$ cat src/rtl/feedback_pkg.sv
// Shared types and default constants for the feedback packet builder.
package feedback_pkg;

  typedef enum logic [2:0] {
    FieldSrc,
    FieldBatt,
    FieldQval,
    FieldClus,
    FieldDest,
    FieldCsum
  } field_e;

  typedef enum logic [2:0] {
    StIdle,
    StEmit,
    StIssue,
    StWait,
    StDone
  } state_e;

  localparam int unsigned DefBattBase = 'h148;
  localparam int unsigned DefQvalBase = 'h1C8;
  localparam int unsigned DefDestBase = 'h48;
  localparam int unsigned DefStride   = 2;

  function automatic logic is_mem_field(field_e f);
    return (f == FieldBatt) || (f == FieldQval) || (f == FieldDest);
  endfunction

endpackage

$ cat src/rtl/fb_mem_reader.sv
// Single-outstanding node memory read: strobes one request, counts RD_LAT cycles,
// then captures read data and flags it for one cycle.
module fb_mem_reader #(
  parameter int unsigned WORD_WIDTH = 16,
  parameter int unsigned ADDR_WIDTH = 16,
  parameter int unsigned RD_LAT     = 1
) (
  input  logic                  clock,
  input  logic                  nreset,
  input  logic                  req,
  input  logic [ADDR_WIDTH-1:0] req_addr,
  output logic                  mem_rd,
  output logic [ADDR_WIDTH-1:0] address,
  input  logic [WORD_WIDTH-1:0] data_in,
  output logic                  rdata_valid,
  output logic [WORD_WIDTH-1:0] rdata
);

  // RD_LAT is limited to 1..4, so two counter bits suffice.
  localparam int unsigned CntW = 2;

  logic                  wait_q, wait_d;
  logic [CntW-1:0]       cnt_q, cnt_d;
  logic [WORD_WIDTH-1:0] rdata_q, rdata_d;

  always_comb begin
    wait_d      = wait_q;
    cnt_d       = cnt_q;
    rdata_d     = rdata_q;
    rdata_valid = 1'b0;
    if (req) begin
      wait_d = 1'b1;
      cnt_d  = '0;
    end else if (wait_q) begin
      if (cnt_q == CntW'(RD_LAT - 1)) begin
        rdata_valid = 1'b1;
        rdata_d     = data_in;
        wait_d      = 1'b0;
      end else begin
        cnt_d = cnt_q + 1'b1;
      end
    end
  end

  always_ff @(posedge clock or negedge nreset) begin
    if (!nreset) begin
      wait_q  <= 1'b0;
      cnt_q   <= '0;
      rdata_q <= '0;
    end else begin
      wait_q  <= wait_d;
      cnt_q   <= cnt_d;
      rdata_q <= rdata_d;
    end
  end

  assign mem_rd  = req;
  assign address = req ? req_addr : '0;
  assign rdata   = rdata_q;

endmodule

$ cat src/rtl/feedback_builder.sv
// Assembles one Q-routing feedback packet per start pulse and streams it over valid/ready.
// Define FEEDBACK_CHECKSUM_EN to append an XOR checksum word after the destination word.
module feedback_builder
  import feedback_pkg::*;
#(
  parameter int unsigned WORD_WIDTH = 16,
  parameter int unsigned ADDR_WIDTH = 16,
  parameter int unsigned BATT_BASE  = DefBattBase,
  parameter int unsigned QVAL_BASE  = DefQvalBase,
  parameter int unsigned DEST_BASE  = DefDestBase,
  parameter int unsigned STRIDE     = DefStride,
  parameter int unsigned RD_LAT     = 1
) (
  input  logic                  clock,
  input  logic                  nreset,
  input  logic                  start,
  input  logic [WORD_WIDTH-1:0] action,
  input  logic [WORD_WIDTH-1:0] besthop,
  input  logic [WORD_WIDTH-1:0] my_node_id,
  input  logic [WORD_WIDTH-1:0] my_cluster_id,
  output logic                  mem_rd,
  output logic [ADDR_WIDTH-1:0] address,
  input  logic [WORD_WIDTH-1:0] data_in,
  output logic                  out_valid,
  input  logic                  out_ready,
  output logic [WORD_WIDTH-1:0] out_data,
  output logic                  out_last,
  output logic                  busy,
  output logic                  done
);

`ifdef FEEDBACK_CHECKSUM_EN
  localparam field_e LastField = FieldCsum;
`else
  localparam field_e LastField = FieldDest;
`endif

  state_e                state_q, state_d;
  field_e                field_q, field_d, field_nxt;
  logic [WORD_WIDTH-1:0] node_q, node_d;
  logic [WORD_WIDTH-1:0] clus_q, clus_d;
  logic [WORD_WIDTH-1:0] act_q, act_d;
  logic [WORD_WIDTH-1:0] hop_q, hop_d;
`ifdef FEEDBACK_CHECKSUM_EN
  logic [WORD_WIDTH-1:0] csum_q, csum_d;
`endif

  logic                  rd_req;
  logic [ADDR_WIDTH-1:0] rd_addr;
  logic                  rdata_valid;
  logic [WORD_WIDTH-1:0] rdata;
  logic [WORD_WIDTH-1:0] word;
  logic                  emit;

  assign field_nxt = field_e'(field_q + 3'd1);
  assign emit      = (state_q == StEmit);
  assign rd_req    = (state_q == StIssue);

  // Table lookups wrap modulo 2^ADDR_WIDTH by construction.
  always_comb begin
    rd_addr = ADDR_WIDTH'(DEST_BASE) + ADDR_WIDTH'(act_q) * ADDR_WIDTH'(STRIDE);
    case (field_q)
      FieldBatt: rd_addr = ADDR_WIDTH'(BATT_BASE) + ADDR_WIDTH'(node_q) * ADDR_WIDTH'(STRIDE);
      FieldQval: rd_addr = ADDR_WIDTH'(QVAL_BASE) + ADDR_WIDTH'(hop_q) * ADDR_WIDTH'(STRIDE);
      default:   ;
    endcase
  end

  always_comb begin
    case (field_q)
      FieldSrc:  word = node_q;
      FieldClus: word = clus_q;
`ifdef FEEDBACK_CHECKSUM_EN
      FieldCsum: word = csum_q;
`endif
      default:   word = rdata;
    endcase
  end

  always_comb begin
    state_d = state_q;
    field_d = field_q;
    node_d  = node_q;
    clus_d  = clus_q;
    act_d   = act_q;
    hop_d   = hop_q;
`ifdef FEEDBACK_CHECKSUM_EN
    csum_d  = csum_q;
`endif
    unique case (state_q)
      StIdle: begin
        if (start) begin
          node_d  = my_node_id;
          clus_d  = my_cluster_id;
          act_d   = action;
          hop_d   = besthop;
          field_d = FieldSrc;
          state_d = StEmit;
`ifdef FEEDBACK_CHECKSUM_EN
          csum_d  = '0;
`endif
        end
      end
      StEmit: begin
        if (out_ready) begin
`ifdef FEEDBACK_CHECKSUM_EN
          csum_d = csum_q ^ word;
`endif
          if (field_q == LastField) begin
            state_d = StDone;
          end else begin
            field_d = field_nxt;
            state_d = is_mem_field(field_nxt) ? StIssue : StEmit;
          end
        end
      end
      StIssue: state_d = StWait;
      StWait:  if (rdata_valid) state_d = StEmit;
      StDone:  state_d = StIdle;
      default: state_d = StIdle;
    endcase
  end

  always_ff @(posedge clock or negedge nreset) begin
    if (!nreset) begin
      state_q <= StIdle;
      field_q <= FieldSrc;
      node_q  <= '0;
      clus_q  <= '0;
      act_q   <= '0;
      hop_q   <= '0;
`ifdef FEEDBACK_CHECKSUM_EN
      csum_q  <= '0;
`endif
    end else begin
      state_q <= state_d;
      field_q <= field_d;
      node_q  <= node_d;
      clus_q  <= clus_d;
      act_q   <= act_d;
      hop_q   <= hop_d;
`ifdef FEEDBACK_CHECKSUM_EN
      csum_q  <= csum_d;
`endif
    end
  end

  fb_mem_reader #(
    .WORD_WIDTH(WORD_WIDTH),
    .ADDR_WIDTH(ADDR_WIDTH),
    .RD_LAT    (RD_LAT)
  ) u_reader (
    .clock      (clock),
    .nreset     (nreset),
    .req        (rd_req),
    .req_addr   (rd_addr),
    .mem_rd     (mem_rd),
    .address    (address),
    .data_in    (data_in),
    .rdata_valid(rdata_valid),
    .rdata      (rdata)
  );

  assign out_valid = emit;
  assign out_data  = emit ? word : '0;
  assign out_last  = emit && (field_q == LastField);
  assign busy      = (state_q != StIdle);
  assign done      = (state_q == StDone);

endmodule

$ cat config.mk
export PLATFORM = sky130hd
export DESIGN_NAME = feedback_builder
export DESIGN_NICKNAME = d
export VERILOG_FILES = /design/src/rtl/feedback_pkg.sv /design/src/rtl/fb_mem_reader.sv /design/src/rtl/feedback_builder.sv
export SDC_FILE = /design/constraint.sdc
export NUM_CORES = 1
export LEC_CHECK = 0
export CORE_MARGIN = 2
export CORE_UTILIZATION = 40
export DETAILED_ROUTE_END_ITERATION = 6
export PLACE_DENSITY = 0.66
export SYNTH_ARGS = -nofsm -noshare
export SYNTH_HDL_FRONTEND = slang
export SYNTH_HIERARCHICAL = 1
export SYNTH_SLANG_ARGS = --single-unit
export TNS_END_PERCENT = 5
$ cat constraint.sdc
create_clock -name clock -period 4.9 [get_ports clock]
set_input_delay 0.49 -clock clock [delete_from_list [all_inputs] [get_ports clock]]
set_output_delay 0.49 -clock clock [all_outputs]
set_load 0.01 [all_outputs]
# After elaboration in Yosys (flattened, before gate mapping)
# Cells that the tools add are included.
dict set report totals {
  inputBits 84
  ff_bits 87
  out_inout_bits 37
}
dict set report op_classes {
  n_reduce_logical 14
  eq_ne 16
  n_mux 23
  n_addsub 5
  n_bitwise 1
}
# cell count
set op_table {}
lappend op_table {{case mux 16 bit (2 select lines)} 2}
lappend op_table {{adder 9 x 16 -> 16 bit, first input constant} 2}
lappend op_table {{2-to-1 mux 16 bit} 2}
lappend op_table {{2-to-1 mux 3 bit} 7}
lappend op_table {{adder 7 x 16 -> 16 bit, first input constant} 1}
lappend op_table {{equality test 3 x 2 -> 1 bit, second input constant} 5}
lappend op_table {{case mux 3 bit (4 select lines)} 1}
lappend op_table {{equality test 3 x 1 -> 1 bit, second input constant} 3}
lappend op_table {{equality test 3 bit, second input constant} 3}
lappend op_table {{2-to-1 mux 2 bit} 4}
lappend op_table {{!= test 2 bit, second input constant} 4}
lappend op_table {{logical NOT 3 bit} 2}
lappend op_table {{2-to-1 mux 1 bit} 6}
lappend op_table {{case mux 3 bit (2 select lines)} 1}
lappend op_table {{AND reduction 3 bit} 2}
lappend op_table {{AND reduction 2 bit} 2}
lappend op_table {{AND reduction 4 bit} 1}
lappend op_table {{nonzero test 2 bit} 2}
lappend op_table {{adder 3 x 1 -> 3 bit, second input constant} 1}
lappend op_table {{nonzero test 3 bit} 1}
lappend op_table {{adder 2 x 1 -> 2 bit, second input constant} 1}
lappend op_table {{logical NOT 2 bit} 1}
lappend op_table {{logical OR 1 bit} 2}
lappend op_table {{!= test 2 x 1 -> 1 bit, second input constant} 1}
lappend op_table {{other kinds (2)} 2}

# Longest topological paths before layout
# Gate-level depths: netlist of the first run.
dict set report depth {
  ltp_word 8
  ltp_mapped 10
  mapped_depth_nobuf 9
}

# By module
# The synthesis of the first run kept the hierarchy.
# mod area_each_um2 n_inst cells_each
set modules_own_cells {}
lappend modules_own_cells {feedback_builder 4195.3 1 373}
lappend modules_own_cells {fb_mem_reader 899.6 1 66}

# Worst setup path before layout of the first run
# No wires, ideal clock.
dict set report synth_path {
  path_type {reg-to-output}
  start {register field_q[2]}
  end {output out_data[10]}
  arrival_ns 1.869
  stages_incl_launch_ff 9
  setup_slack_ns 2.541
  required_time_ns 4.410
  cell_sequence {dfrtp_1 > clkbuf_1 > inv_1 > ha_1 > clkbuf_1 > nor2_1 > buf_2 > nand2_1 > a21oi_1}
}
dict set report synth_between {
  elab_chain_cells 3
  elab_cells_between_ends 4
}
# element line_no
set synth_lines {}
lappend synth_lines {{from (decl)} feedback_builder.sv:39} ;# field_e field_q, field_d, field_nxt;
lappend synth_lines {{from (signal assigned)} feedback_builder.sv:127} ;# field_q <= FieldSrc;
lappend synth_lines {{from (signal assigned)} feedback_builder.sv:137} ;# field_q <= field_d;
lappend synth_lines {{equality test 3 x 2 -> 1 bit or logical NOT 3 bit (tied branches)} feedback_builder.sv:70} ;# case (field_q)
lappend synth_lines {{case mux 16 bit (2 select lines) (*)} feedback_builder.sv:70}
lappend synth_lines {{2-to-1 mux 16 bit (*)} feedback_builder.sv:165} ;# assign out_data = emit ? word : '0;
lappend synth_lines {{to (decl)} feedback_builder.sv:26} ;# output logic [WORD_WIDTH-1:0] out_data,
# Every way passes the cells marked *; elsewhere a longest branch is shown, timed or not.

# Worst setup path in the final report of the first run
dict set report layout_path {
  start {register field_q[2]}
  end {output out_data[8]}
}
# The elaborated chain is that of the path after synthesis.

==> results of run 1 <==
final cells by class:
type	instances	area, µm²
clock buffers	12	246.5
clock inverters	4	45.04
repair buffers	120	1191
fillers	1142	5927
inverters	11	41.29
flip-flops and latches	87	2177
well taps	172	215.2
multi-input cells	316	2674
registers in the layout, summed over array words and instances, names as in the netlist:
| name | cells |
|---|---|
| node_q | 16 |
| u_reader/rdata | 16 |
| act_q | 15 |
| hop_q | 15 |
| clus_q | 16 |
| u_reader/cnt_q | 2 |
| state_q | 3 |
| u_reader/wait_q | 1 |
| field_q | 3 |
power groups by stage:
stage | sequential [mW] | clock, mW | combinational [mW]
2_1_floorplan | 1.32 | 0 | 1.56
3_3_place_gp | 1.46 | 0 | 2.05
3_5_place_dp | 1.47 | 0 | 2.09
4_1_cts | 1.46 | 0.692 | 2.10
5_1_grt | 1.52 | 0.730 | 2.31
6_report | 1.46 | 0.678 | 2.09
worst max path at each step:
stage | from | to | slack (ps) | cells after the start
finish | field_q[2] | out_data[8] | 990 | 6
global route | field_q[2] | out_data[13] | 630 | 6
global placement | field_q[2] | out_data[11] | 1450 | 6
CTS | field_q[2] | out_data[8] | 1000 | 6
detailed placement | field_q[2] | out_data[8] | 1390 | 6
floorplan | field_q[2] | out_data[10] | 2540 | 8
cell usage after synthesis, drive strengths merged, types with 2 or more instances:
cell type and count:
a21oi 24, a22oi 24, and2 17, and3 4, and4 3, buf 11
clkbuf 14, dfrtp 87, ha 12, inv 11, mux2 76, mux2i 2
nand2 40, nand3 6, nand4 6, nor2 17, nor2b 4, nor3 3
nor3b 3, o2111ai 2, o21ai 18, o221ai 6, o22ai 2, xnor2 18
xor2 13
per-stage QoR:
step,setup WS [ps],total power [mW],util,cells
floorplan,2541,2.881,-,439
global placement,1453,3.506,0.5032,706
detailed placement,1386,3.558,0.5032,706
CTS,999.5,4.256,0.5265,722
global route,634.5,4.558,0.5265,722
finish,987.8,4.231,0.5265,722
cell families after synthesis:
| group | after synthesis | share of synthesized area |
|---|---|---|
| AO/OA/AOI/OAI | 86 | 0.1125 |
| buffers and inverters | 36 | 0.04887 |
| AND/OR/NAND/NOR | 108 | 0.1125 |
| multiplexers | 78 | 0.2154 |
| XOR/XNOR | 31 | 0.05329 |
| other | 1 | 0.0007360 |
| adder cells (fa/ha/maj) | 12 | 0.02947 |
| flip-flops | 87 | 0.4273 |
layer usage:
metal,vias to the layer above,global-route usage,share of wire,routed length (µm)
li1,1779,-,-,-
met1,1835,0.2537,0.45,5536
met2,86,0.3106,0.49,6087
met3,11,0.04171,0.044,547
met4,0,0.04863,0.011,136
met5,-,0,0,0
==> out/summary.txt, run 1 <==
RSZ-0062 raised after global routing: no
Max_cap viols: 0
Sequential share of power: 0.346
Fraction of power spent switching nets: 0.3744
PD cells: 642.0 mW/mm²
CTS resizes: 0
Largest net degree at the start of global routing: 52
Largest area contributor in the netlist: dfrtp_1
Sink Count: 87
Hpwl dp: 9.235 mm
Clk slew on worst S/H paths: 60 ps
Post-CTS Setup Bufs: 0
GRT Total Usage: 0.1886
Final Wtd Congestion: 0.9408
Hold Slack: 99.03 ps
DRT iter0 DRCs: 232
PortBufs: 117
GRT overflow: 0
Fin. max-slew vios: 0
Ant diodes: 0
Number of synthesized flops with an enable pin: 0
Async SR Flop Fraction: 1.000
Core ar.: 0.01252 mm²
Initial antenna violation count: 0
Reg2reg path depth: 8
Layout cells sized above 1: 0.1709
Vias per cell: 5.140
Fmax: 0.2556 GHz
Die ar.: 0.01366 mm²
Hold Path Class: in -> async
Maximum VDD drop: 0.1886 mV
Worst path slowest cell: nor2_1
Hold-fix buffers, CTS: 0
Mapped Nets: 535
Clock Latency Late Sink: 340 ps
Final min period: 3912 ps
R2r endpoint: state_q[1]
Root Buffer: clkbuf_16
Logic gate share of total power: 0.494
CTS tree: yes
Slowest stage delay, CP: 920 ps
Antenna-violating nets left: 0
CP top delay family: simple AND/OR/NAND/NOR gates
First-pass GRT wire length: 19.69 mm
Crit-path cells: inv_1 > ha_1 > nor2_1 > nand2_1 > a21oi_1 > clkdlybuf4s50_1
Worst setup SP type: register
Sequential fraction of the synthesis area: 0.4273
1st-pass router iterations: 4
# DRC: 0
Design Area, Final: 0.006590 mm²
CP Class: reg -> out
Starting Density: 0.4070
Clk buf depth: 2
Hold Fails Final Rpt: 0
Post-Route WL: 12.31 mm
Most used DFF post-synth: dfrtp_1
Die extent in y: 116.9 µm
WP buf/inv: 2
I/O pin total: 121
Status: finished, final reports clean
Worst endpoint data arrival time: 3420 ps
Die W: 116.9 µm
Row count: 41
Crit-path max FO: 17
Area after DPL: 0.006299 mm²
Ys Warns: 6
Netlist cell types: 52
Num CTS Buffers: 9
Worst Max-Slew Pin Slew: 1066 ps
R2R setup slack: 2190 ps
Htree depth: 3
Net Sw Power: 1.584 mW
Relative max-transition margin: 0.2865
Most common cell after layout, fill and taps aside: clkdlybuf4s50_1
Post-Syn Area per Cell: 11.61 µm²
Cells after Synth: 439
Clock Skews: 7.828 ps
Req. time, crit path: 4410 ps
Setup TNS: 0 ps
Register bit count reported by yosys: 87
Vias in the first global route: 3815
Synth top area share: 0.4273
Final net count: 641
Leakage power: 2.775 nW
Area Growth Syn to Fin: 29.35%
Synth area leaders: dfrtp_1, mux2_4, a22oi_1, xnor2_1, ha_1
Most frequent cells in the layout: clkdlybuf4s50_1, dfrtp_1, mux2_4, nand2_1
Pint: 2.647 mW
Vias post-DR: 3711
Cell Area, Synth: 0.005095 mm²
Startpoint of the worst-slack reg-to-reg timing path: state_q[1]
Critical Path End Type: primary output
# setup viols final: 0
Final Cycle Share: 0.7984
WL/cell: 17.05 µm
Clock power share: 0.160
Note: power is estimated with default switching activity, not from simulation.
==> inputs of run 2 (changes only) <==
--- a/config.mk
+++ b/config.mk
@@ -8,7 +8,7 @@
 export CORE_MARGIN = 2
 export CORE_UTILIZATION = 40
 export DETAILED_ROUTE_END_ITERATION = 6
-export PLACE_DENSITY = 0.66
+export PLACE_DENSITY = 0.69
 export SYNTH_ARGS = -nofsm -noshare
 export SYNTH_HDL_FRONTEND = slang
 export SYNTH_HIERARCHICAL = 1
==> constraint.sdc (replaced) <==
create_clock -name clock -period 3.2 [get_ports clock]
set_input_delay 0.32 -clock clock [delete_from_list [all_inputs] [get_ports clock]]
set_output_delay 0.32 -clock clock [all_outputs]
set_load 0.01 [all_outputs]
==> out/summary.txt, run 2 (synthesis gave the netlist of run 1 again) <==
Status: finished, final reports clean
Vias per cell: 5.170 (+0.58%)
Worst endpoint data arrival time: 2740 ps (-680 ps)
Maximum VDD drop: 0.3613 mV (+92%)
Post-CTS Setup Bufs: 0 (unchanged)
Area after DPL: 0.006334 mm² (+0.56%)
Clk slew on worst S/H paths: 60 ps (about the same)
Hold-fix buffers, CTS: 0 (unchanged)
Die extent in y: 116.9 µm (unchanged)
PD cells: 978.8 mW/mm² (+52%)
GRT overflow: 0 (unchanged)
Die W: 116.9 µm (unchanged)
Critical Path End Type: primary output
Ant diodes: 0 (unchanged)
Startpoint of the worst-slack reg-to-reg timing path: state_q[1]
Leakage power: 2.784 nW (+0.35%)
Reg2reg path depth: 8 (unchanged)
CP Class: reg -> out
Hold Slack: 175.3 ps (+76.27 ps)
Vias in the first global route: 3795 (-0.52%)
Final net count: 644 (+0.47%)
Sink Count: 87 (unchanged)
Fraction of power spent switching nets: 0.3836 (+0.009261)
GRT Total Usage: 0.1837 (-0.004907)
Max_cap viols: 0 (unchanged)
Post-Route WL: 12.24 mm (-0.53%)
Antenna-violating nets left: 0 (unchanged)
Core ar.: 0.01252 mm² (unchanged)
Placed cells: 709 (+0.42%)
Htree depth: 3 (unchanged)
Worst Max-Slew Pin Slew: 1089 ps (+22.25 ps)
Hpwl dp: 8.895 mm (-3.7%)
Post-layout util: 0.5284 (+0.001900)
DRT iter0 DRCs: 180 (-22%)
Req. time, crit path: 2880 ps (-1530 ps)
Final Cycle Share: 0.9547
Final min period: 3055 ps
CTS tree: yes
Pint: 3.990 mW (+51%)
Post-place setup slack: 448.5 ps (-937.7 ps)
R2r endpoint: state_q[1]
Hold Fails Final Rpt: 0 (unchanged)
Relative max-transition margin: 0.2743 (-0.01221)
PortBufs: 117 (unchanged)
Sequential share of power: 0.347 (about the same)
Row count: 41 (unchanged)
Worst setup SP type: register
RSZ-0062 raised after global routing: no
Design Area, Final: 0.006614 mm² (+0.36%)
R2R setup slack: 920 ps (-1270 ps)
Final Wtd Congestion: 0.9541 (+1.4%)
Setup TNS: 0 ps (unchanged)
Final std cells w/o fill: 725 (+0.42%)
WL/cell: 16.89 µm (-0.94%)
Clock power share: 0.150 (-0.010)
Crit-path max FO: 9 (-8)
Fmax: 0.3273 GHz
Clk buf depth: 2 (unchanged)
Initial antenna violation count: 0 (unchanged)
Die ar.: 0.01366 mm² (unchanged)
Clock Skews: 4.333 ps (-3.495 ps)
# setup viols final: 0 (unchanged)
Clock Latency Late Sink: 330 ps (about the same)
CTS resizes: 0 (unchanged)
Most common cell after layout, fill and taps aside: clkdlybuf4s50_1
Layout cells sized above 1: 0.1826 (+0.01173)
Root Buffer: clkbuf_16
Net Sw Power: 2.484 mW (+57%)
Num CTS Buffers: 9 (unchanged)
Area Growth Syn to Fin: 29.81%
Final WS setup: 144.9 ps (-842.8 ps)
Hold Path Class: in -> async
Total power: 6.474 mW (+53%)
Vias post-DR: 3748 (+1.0%)
First-pass GRT wire length: 19.30 mm (-2.0%)
1st-pass router iterations: 4 (unchanged)
Fin. max-slew vios: 0 (unchanged)
# DRC: 0 (unchanged)
Logic gate share of total power: 0.504 (+0.010)
Largest net degree at the start of global routing: 88 (+69%)
Starting Density: 0.4070 (unchanged)
Most frequent cells in the layout: clkdlybuf4s50_1, dfrtp_1, mux2_4, nand2_1
I/O pin total: 121 (unchanged)
[run 2: worst max-delay path: stages, from the launching register on]
cell             delay (ps)
dfrtp_1                 480
inv_1                   150
ha_1                    380
nor2_1                   90
nor2_1                  430
o221ai_1                190
and2_1                  200
clkdlybuf4s50_1         480
[run 2: how the worst max path moves through the flow]
stage                           from      endpoint  slack (ps)  cells past startpoint
after floorplan           field_q[2]  out_data[10]        1010                      8
after global placement    field_q[0]   address[13]         490                      7
after detailed placement  field_q[0]   address[11]         450                      7
after CTS                 field_q[0]   address[11]          60                      7
after global routing      field_q[0]   address[15]          10                      7
final                     field_q[0]    address[5]         140                      7
[run 2: routing by layer]
layer  GRT usage  wire (µm)
met4     0.06431        189
met1      0.2448       5493
met2      0.2963       5926
met5           0          0
met3     0.04171        634
[run 2: layout make-up]
cell class,instances,area (µm²)
Tap cell,172,215.2
Multi-Input combinational cell,316,2680
Inverter,11,41.29
Clock inverter,7,48.80
Clock buffer,9,225.2
Sequential cell,87,2177
Fill cell,1143,5903
Timing Repair Buffer,123,1226
[run 2: power groups by stage]
stage,sequential [mW],combinational (mW),clock [mW]
after floorplan,2.03,2.39,0
after global placement,2.23,3.18,0
after detailed placement,2.26,3.23,0
after CTS,2.25,3.26,0.992
after global routing,2.34,3.54,1.04
final,2.24,3.26,0.970
